### src/rtl/noc_packet_injector_if.sv
// Bundles the command, PE payload and flit-stream signals of noc_packet_injector.
// The "master" modport is the injector side (it masters the flit stream);
// the "slave" modport is the surrounding PE/switch environment.
// Optional macro NOC_TX_STATS_EN adds the packet and error counter outputs.
interface noc_packet_injector_if;
    logic        i_cmd_valid;
    logic        o_cmd_ready;
    logic [7:0]  i_cmd_dest;
    logic [7:0]  i_cmd_len;
    logic [23:0] i_pe_data;
    logic        i_pe_valid;
    logic        o_pe_ready;
    logic [31:0] o_data;
    logic        o_data_valid;
    logic        i_data_ready;
    logic        o_busy;
    logic        o_err;
`ifdef NOC_TX_STATS_EN
    logic [15:0] o_pkt_count;
    logic [7:0]  o_err_count;
`endif

    modport master (
        input  i_cmd_valid,
        output o_cmd_ready,
        input  i_cmd_dest,
        input  i_cmd_len,
        input  i_pe_data,
        input  i_pe_valid,
        output o_pe_ready,
        output o_data,
        output o_data_valid,
        input  i_data_ready,
        output o_busy,
`ifdef NOC_TX_STATS_EN
        output o_pkt_count,
        output o_err_count,
`endif
        output o_err
    );

    modport slave (
        output i_cmd_valid,
        input  o_cmd_ready,
        output i_cmd_dest,
        output i_cmd_len,
        output i_pe_data,
        output i_pe_valid,
        input  o_pe_ready,
        input  o_data,
        input  o_data_valid,
        output i_data_ready,
        input  o_busy,
`ifdef NOC_TX_STATS_EN
        input  o_pkt_count,
        input  o_err_count,
`endif
        input  o_err
    );
endinterface

### src/rtl/noc_packet_injector.sv
// PE-side packet injector: accepts a (dest, len) command, emits a header flit
// {dest, MyAddr, seq, len} followed by len payload flits {dest, pe_word}
// through a single-stage valid/ready output register.
// Optional macro NOC_TX_STATS_EN adds saturating packet/error counters.
module noc_packet_injector #(
    parameter int DataWidth = 32,
    parameter int MyAddr    = 0,
    parameter int MaxAddr   = 15,
    parameter int MaxLen    = 255
) (
    input logic                  i_clk,
    input logic                  i_reset,
    noc_packet_injector_if.master bus
);

    localparam logic [7:0] MY_ADDR  = 8'(MyAddr);
    localparam logic [7:0] MAX_ADDR = 8'(MaxAddr);
    localparam logic [7:0] MAX_LEN  = 8'(MaxLen);

    typedef enum logic [0:0] {
        IDLE = 1'b0,
        PAY  = 1'b1
    } state_t;

    state_t               state;
    state_t               state_next;

    logic [DataWidth-1:0] data_q;
    logic                 data_valid_q;
    logic                 err_q;
    logic [7:0]           seq_q;
    logic [7:0]           dest_q;
    logic [7:0]           remaining_q;

    logic                 free;
    logic                 cmd_ready;
    logic                 pe_ready;
    logic                 cmd_fire;
    logic                 cmd_bad;
    logic                 cmd_ok;
    logic                 pe_fire;
    logic                 last_word;

    // Output register can take a new flit when empty or being drained this cycle.
    assign free      = ~data_valid_q | bus.i_data_ready;

    assign cmd_fire  = bus.i_cmd_valid & cmd_ready;
    assign cmd_bad   = (bus.i_cmd_dest > MAX_ADDR) | (bus.i_cmd_len > MAX_LEN);
    assign cmd_ok    = cmd_fire & ~cmd_bad;
    assign pe_fire   = bus.i_pe_valid & pe_ready;
    assign last_word = pe_fire & (remaining_q == 8'd1);

    // State register.
    always_ff @(posedge i_clk) begin
        if (i_reset) begin
            state <= IDLE;
        end else begin
            state <= state_next;
        end
    end

    // Next-state logic: header-only packets never leave IDLE.
    always_comb begin
        state_next = state;
        unique case (state)
            IDLE: begin
                if (cmd_ok && (bus.i_cmd_len != 8'd0)) begin
                    state_next = PAY;
                end
            end
            PAY: begin
                if (last_word) begin
                    state_next = IDLE;
                end
            end
            default: state_next = IDLE;
        endcase
    end

    // Handshake readies; both are held low during reset.
    always_comb begin
        cmd_ready = 1'b0;
        pe_ready  = 1'b0;
        if (!i_reset) begin
            unique case (state)
                IDLE:    cmd_ready = free;
                PAY:     pe_ready  = free;
                default: begin
                    cmd_ready = 1'b0;
                    pe_ready  = 1'b0;
                end
            endcase
        end
    end

    // Output flit register: load header or payload, otherwise drain on ready.
    always_ff @(posedge i_clk) begin
        if (i_reset) begin
            data_q       <= '0;
            data_valid_q <= 1'b0;
        end else if (cmd_ok) begin
            data_q       <= {bus.i_cmd_dest, MY_ADDR, seq_q, bus.i_cmd_len};
            data_valid_q <= 1'b1;
        end else if (pe_fire) begin
            data_q       <= {dest_q, bus.i_pe_data};
            data_valid_q <= 1'b1;
        end else if (bus.i_data_ready) begin
            data_valid_q <= 1'b0;
        end
    end

    // Packet context: sequence number, latched destination, words left.
    always_ff @(posedge i_clk) begin
        if (i_reset) begin
            seq_q       <= '0;
            dest_q      <= '0;
            remaining_q <= '0;
        end else if (cmd_ok) begin
            seq_q       <= seq_q + 8'd1;
            dest_q      <= bus.i_cmd_dest;
            remaining_q <= bus.i_cmd_len;
        end else if (pe_fire) begin
            remaining_q <= remaining_q - 8'd1;
        end
    end

    // Single-cycle error pulse for a rejected command.
    always_ff @(posedge i_clk) begin
        if (i_reset) begin
            err_q <= 1'b0;
        end else begin
            err_q <= cmd_fire & cmd_bad;
        end
    end

    assign bus.o_cmd_ready  = cmd_ready;
    assign bus.o_pe_ready   = pe_ready;
    assign bus.o_data       = data_q;
    assign bus.o_data_valid = data_valid_q;
    assign bus.o_err        = err_q;
    assign bus.o_busy       = (state != IDLE) | data_valid_q;

`ifdef NOC_TX_STATS_EN
    logic        hdr_q;
    logic [15:0] pkt_count_q;
    logic [7:0]  err_count_q;

    // Tracks whether the flit in the output register is a header, so the
    // packet count advances on the header's downstream handshake.
    always_ff @(posedge i_clk) begin
        if (i_reset) begin
            hdr_q <= 1'b0;
        end else if (cmd_ok) begin
            hdr_q <= 1'b1;
        end else if (pe_fire) begin
            hdr_q <= 1'b0;
        end
    end

    // Saturating counters for accepted headers and rejected commands.
    always_ff @(posedge i_clk) begin
        if (i_reset) begin
            pkt_count_q <= '0;
            err_count_q <= '0;
        end else begin
            if (data_valid_q && bus.i_data_ready && hdr_q && (pkt_count_q != '1)) begin
                pkt_count_q <= pkt_count_q + 16'd1;
            end
            if (cmd_fire && cmd_bad && (err_count_q != '1)) begin
                err_count_q <= err_count_q + 8'd1;
            end
        end
    end

    assign bus.o_pkt_count = pkt_count_q;
    assign bus.o_err_count = err_count_q;
`endif

endmodule

### src/flat_wrapper.sv
// flat-port wrapper written by rule: the top's interface ports become plain ports
module noc_packet_injector_flat 
#(
    parameter int DataWidth = 32,
    parameter int MyAddr    = 0,
    parameter int MaxAddr   = 15,
    parameter int MaxLen    = 255
)
  (i_clk, i_reset, bus_i_cmd_valid, bus_o_cmd_ready, bus_i_cmd_dest, bus_i_cmd_len, bus_i_pe_data, bus_i_pe_valid, bus_o_pe_ready, bus_o_data, bus_o_data_valid, bus_i_data_ready, bus_o_busy, bus_o_err);
  noc_packet_injector_if bus_i ();
  input logic i_clk;
  input logic i_reset;
  input wire logic [$bits(bus_i.i_cmd_valid)-1:0] bus_i_cmd_valid;
  output wire logic [$bits(bus_i.o_cmd_ready)-1:0] bus_o_cmd_ready;
  input wire logic [$bits(bus_i.i_cmd_dest)-1:0] bus_i_cmd_dest;
  input wire logic [$bits(bus_i.i_cmd_len)-1:0] bus_i_cmd_len;
  input wire logic [$bits(bus_i.i_pe_data)-1:0] bus_i_pe_data;
  input wire logic [$bits(bus_i.i_pe_valid)-1:0] bus_i_pe_valid;
  output wire logic [$bits(bus_i.o_pe_ready)-1:0] bus_o_pe_ready;
  output wire logic [$bits(bus_i.o_data)-1:0] bus_o_data;
  output wire logic [$bits(bus_i.o_data_valid)-1:0] bus_o_data_valid;
  input wire logic [$bits(bus_i.i_data_ready)-1:0] bus_i_data_ready;
  output wire logic [$bits(bus_i.o_busy)-1:0] bus_o_busy;
  output wire logic [$bits(bus_i.o_err)-1:0] bus_o_err;
  assign bus_i.i_cmd_valid = bus_i_cmd_valid;
  assign bus_o_cmd_ready = bus_i.o_cmd_ready;
  assign bus_i.i_cmd_dest = bus_i_cmd_dest;
  assign bus_i.i_cmd_len = bus_i_cmd_len;
  assign bus_i.i_pe_data = bus_i_pe_data;
  assign bus_i.i_pe_valid = bus_i_pe_valid;
  assign bus_o_pe_ready = bus_i.o_pe_ready;
  assign bus_o_data = bus_i.o_data;
  assign bus_o_data_valid = bus_i.o_data_valid;
  assign bus_i.i_data_ready = bus_i_data_ready;
  assign bus_o_busy = bus_i.o_busy;
  assign bus_o_err = bus_i.o_err;
  noc_packet_injector #(.DataWidth(DataWidth), .MyAddr(MyAddr), .MaxAddr(MaxAddr), .MaxLen(MaxLen)) u_core (.i_clk(i_clk), .i_reset(i_reset), .bus(bus_i));
endmodule
### config.mk
export PLATFORM = sky130hd
export DESIGN_NAME = noc_packet_injector_flat
export DESIGN_NICKNAME = d
export VERILOG_FILES = /design/src/rtl/noc_packet_injector_if.sv /design/src/rtl/noc_packet_injector.sv /design/src/flat_wrapper.sv
export SDC_FILE = /design/constraint.sdc
export NUM_CORES = 1
export LEC_CHECK = 0
export ABC_AREA = 1
export CORE_MARGIN = 2
export CORE_UTILIZATION = 41
export CTS_CLUSTER_DIAMETER = 100
export DETAILED_ROUTE_END_ITERATION = 16
export GPL_TIMING_DRIVEN = 0
export PLACE_DENSITY = 0.74
export SYNTH_ARGS = -nofsm -noshare
export SYNTH_HDL_FRONTEND = slang
export SYNTH_SLANG_ARGS = --single-unit
### constraint.sdc
create_clock -name i_clk -period 1.1 [get_ports i_clk]
set_input_delay 0.22 -clock i_clk [delete_from_list [all_inputs] [get_ports i_clk]]
set_output_delay 0.22 -clock i_clk [all_outputs]
set_load 0.03 [all_outputs]
==> results.md <==
* CP max stage cell: dfxtp_4
* Routability cong. at 0.8296
* Clk buf depth at 2
* I/O pin total at 82
* Routed Antenna Nets at 0
* Gr usage total at 23.34%
* R2R Path End: u_core.remaining_q[7]
* WHS at 0.07224 ns
* Critical Path RT at 0.88 ns
* Root Driver: clkbuf_8
* Clk_lat worst skew at 0.34 ns
* Detailed Routing Iterations Pass 1 at 5
* Crit end category: primary output
* WL/cell at 14.53 µm
* Syn Area/Cell at 6.875 µm²
* Hold worst-path end: u_core.bus.o_data[10]
* CP Class: flip-flop to primary output
* Crit path largest cell delay at 0.37 ns
* CP startpoint kind: flip-flop
* VDD IR max at 796.6 µV
* Via count at 3,003
* Die X at 85.49 µm
* Largest net degree at the start of global routing at 11
* Met1 GRT Util at 28.12%
* Synth Net Count at 444
* Vias in the first global route at 2,848
* Most Crowded Layer GR: met2
* Slew Viols, Final at 0
* CTS Buf Count at 9
* Remaining Overflow, GRT at 0
* P_int at 0.003571 W
* Reg area at 0.001205 mm²
* Comb power frac at 10.5%
* Clock Power Share at 43.5%
* Chip height at 85.49 µm
* Min-Delay Startpoint: i_reset
* Syn. warnings at 0
* Final Util at 71.90%
* H-Tree Depth at 3
* Layout cells sized above 1 at 38.87%
* Antenna violations before repair at 0
* Number of setup violations in the final report at 62
* Critical path, cell by cell: or2_4 -> buf_6
* Met3 Track Usage GR at 6.449%
* Clock transition at path regs at 0.07 ns
* Synth Register Bits at 59
* Max-slew headroom at 51.00%
* Synth cell types at 27
* Actual slew at the worst max-slew pin at 0.7351 ns
* Final Instance Count excl. Fillers at 589
* Period utilisation layout at 119.7%
* # port buffers at 80
* DIE AREA at 0.007309 mm²
* Power density cells at 1023 mW/mm²
* Post-route setup slack at -0.2164 ns
* Worst r2r path cells at 9
* Grt met2 use at 39.63%
* Final min period at 1.316 ns
* # placed instances at 553
* WL final at 8.558 mm
* Post-Syn Instances at 396
* Core ar. at 0.006386 mm²
* Worst-path fanout max at 4
* First-pass GRT wire length at 13.47 mm
* Clock Sinks at 59
* Commonest cells after routing, fill and taps aside: 104 x nand2_1, 46 x dfxtp_1, 42 x clkdlybuf4s50_1
* Final #Nets at 555
* Switching Fraction at 24.01%
* Cell Area, Synth at 0.002723 mm²
* Register area share after synthesis at 43.38%
* Switching power at 0.001128 W
* Vias per inst at 5.098
* Peak Freq at 759.7 MHz
* Initial Util at 42.63%
* RSZ-0062 raised after global routing: yes
* Hold buffer count at cts at 0
* Run status: complete, but fails checks
* Commonest non-fill, non-tap cell in the layout: nand2_1
* Clock Skew at 0.006602 ns
* Hold Path Stages at 2
* Fill cells at 507
* Failing checks: setup timing
* Hold crit path type: input port to flip-flop
* Post-DP HPWL at 5.248 mm
* DR iter-0 viols at 243
* Multi-input logic area at 0.001690 mm²
* FF-to-FF Start: u_core.bus.o_data_valid
* Layout area overhead at 68.66%
* Sequential Power Share at 46.0%
* Leakage power figure at 2.103 nW
* Flop2flop setup slack at -0.21 ns
* CTS tree: built
* Ant diodes at 0
* Rows at 29
* Remaining design rule violation count at 0
* Critical path arrival at 1.10 ns
* Hold Fails Final Rpt at 0
* Max Cap Violations at 0
Yosys cell counts:
master    count  area share (%)
a21oi_1      41             7.5
buf_1         1            0.14
buf_2         9             1.7
buf_4         5             1.4
buf_6         3             1.2
clkbuf_1      1            0.14
dfxtp_1      59              43
ha_1          3             1.4
inv_1        34             4.7
inv_2         1            0.14
inv_4         2            0.46
nand2_1     136              19
nand2_2       2            0.46
nand2_4       1            0.41
nand3_1      31             5.7
nand4_1       2            0.46
nand4_2       1            0.46
nand4_4       1            0.78
nor2_1       44             6.1
nor2_2        2            0.46
nor2_4        1            0.41
nor3_1        4            0.74
o21ai_0       4            0.74
o21bai_1      1            0.28
or2_2         1            0.23
xnor2_1       2            0.64
xor2_1        4             1.3
sequential cells by signal (all words and copies together), names as in the netlist:
signal / count
u_core.remaining_q: 8
u_core.dest_q: 8
u_core.seq_q: 8
u_core.bus.o_data: 32
u_core.state: 1
u_core.bus.o_err: 1
u_core.bus.o_data_valid: 1
routing by layer:
| layer | part of all wire, % | routed length [µm] |
|---|---|---|
| met4 | 2.1 | 179 |
| met3 | 7.0 | 600 |
| met1 | 42 | 3558 |
| met2 | 49 | 4219 |
| met5 | 0 | 0 |
cell type report:
cell class	instances	area share, %
Sequential cell	59	26.24
Multi-Input combinational cell	281	36.81
Clock buffer	12	3.379
Clock inverter	4	1.063
Inverter	37	3.297
Buffer	17	4.087
Tap cell	77	2.098
Timing Repair Buffer	102	23.02
worst max-delay path by stage:
| stage | from | to | slack (ns) | depth (start not counted) |
|---|---|---|---|---|
| final | u_core.state | bus_o_busy | -0.22 | 2 |
| after floorplan | u_core.bus.o_data_valid | u_core.remaining_q[1] | -0.10 | 9 |
| after CTS | u_core.state | bus_o_busy | -0.22 | 2 |
| after detailed placement | bus_i_data_ready | bus_o_pe_ready | -0.82 | 6 |
| after global placement | bus_i_data_ready | bus_o_pe_ready | -0.83 | 6 |
| after global routing | bus_i_cmd_dest[4] | u_core.remaining_q[2] | -0.29 | 10 |
power groups by stage:
stage	sequential (W)	clock, W	combinational (W)
after CTS	0.00216	0.00205	0.000460
after floorplan	0.00223	0	0.000160
final	0.00216	0.00205	0.000492
after global routing	0.00216	0.00216	0.000525
after global placement	0.00221	0	0.000404
after detailed placement	0.00221	0	0.000406
stage by stage:
step / worst slack [ns] / setup TNS [ns] / area, µm² / power, W
finish: -0.2164 / -9.705 / 4592 / 0.004700
global route: -0.2946 / -13.76 / 4592 / 0.004847
CTS: -0.2239 / -10.32 / 4320 / 0.004675
detailed placement: -0.8244 / -37.83 / 3764 / 0.002618
global placement: -0.8256 / -36.81 / 3764 / 0.002615
floorplan: -0.1045 / -3.594 / 2867 / 0.002392
timing repair:
item	4_1_cts	5_1_grt
pin swaps	16	21
resized for setup	287	105
buffers inserted	14	3
endpoints found under the setup margin	95	87
gates cloned	6	0
worst max-delay path, delay by kind of cell, from the launching register on:
kind                   cells  cell delay (ns)
buffers and inverters      1             0.13
DFF                        1             0.37
and+or+nand+nor            1             0.25
cell families after synthesis:
group	share of synthesized area (%)
AND/OR/NAND/NOR	34.93
flip-flops	43.38
buffers and inverters	9.834
AO/OA/AOI/OAI	8.548
XOR/XNOR	1.930
adder cells (fa/ha/maj)	1.379
Power figures use the tool's default switching activity.
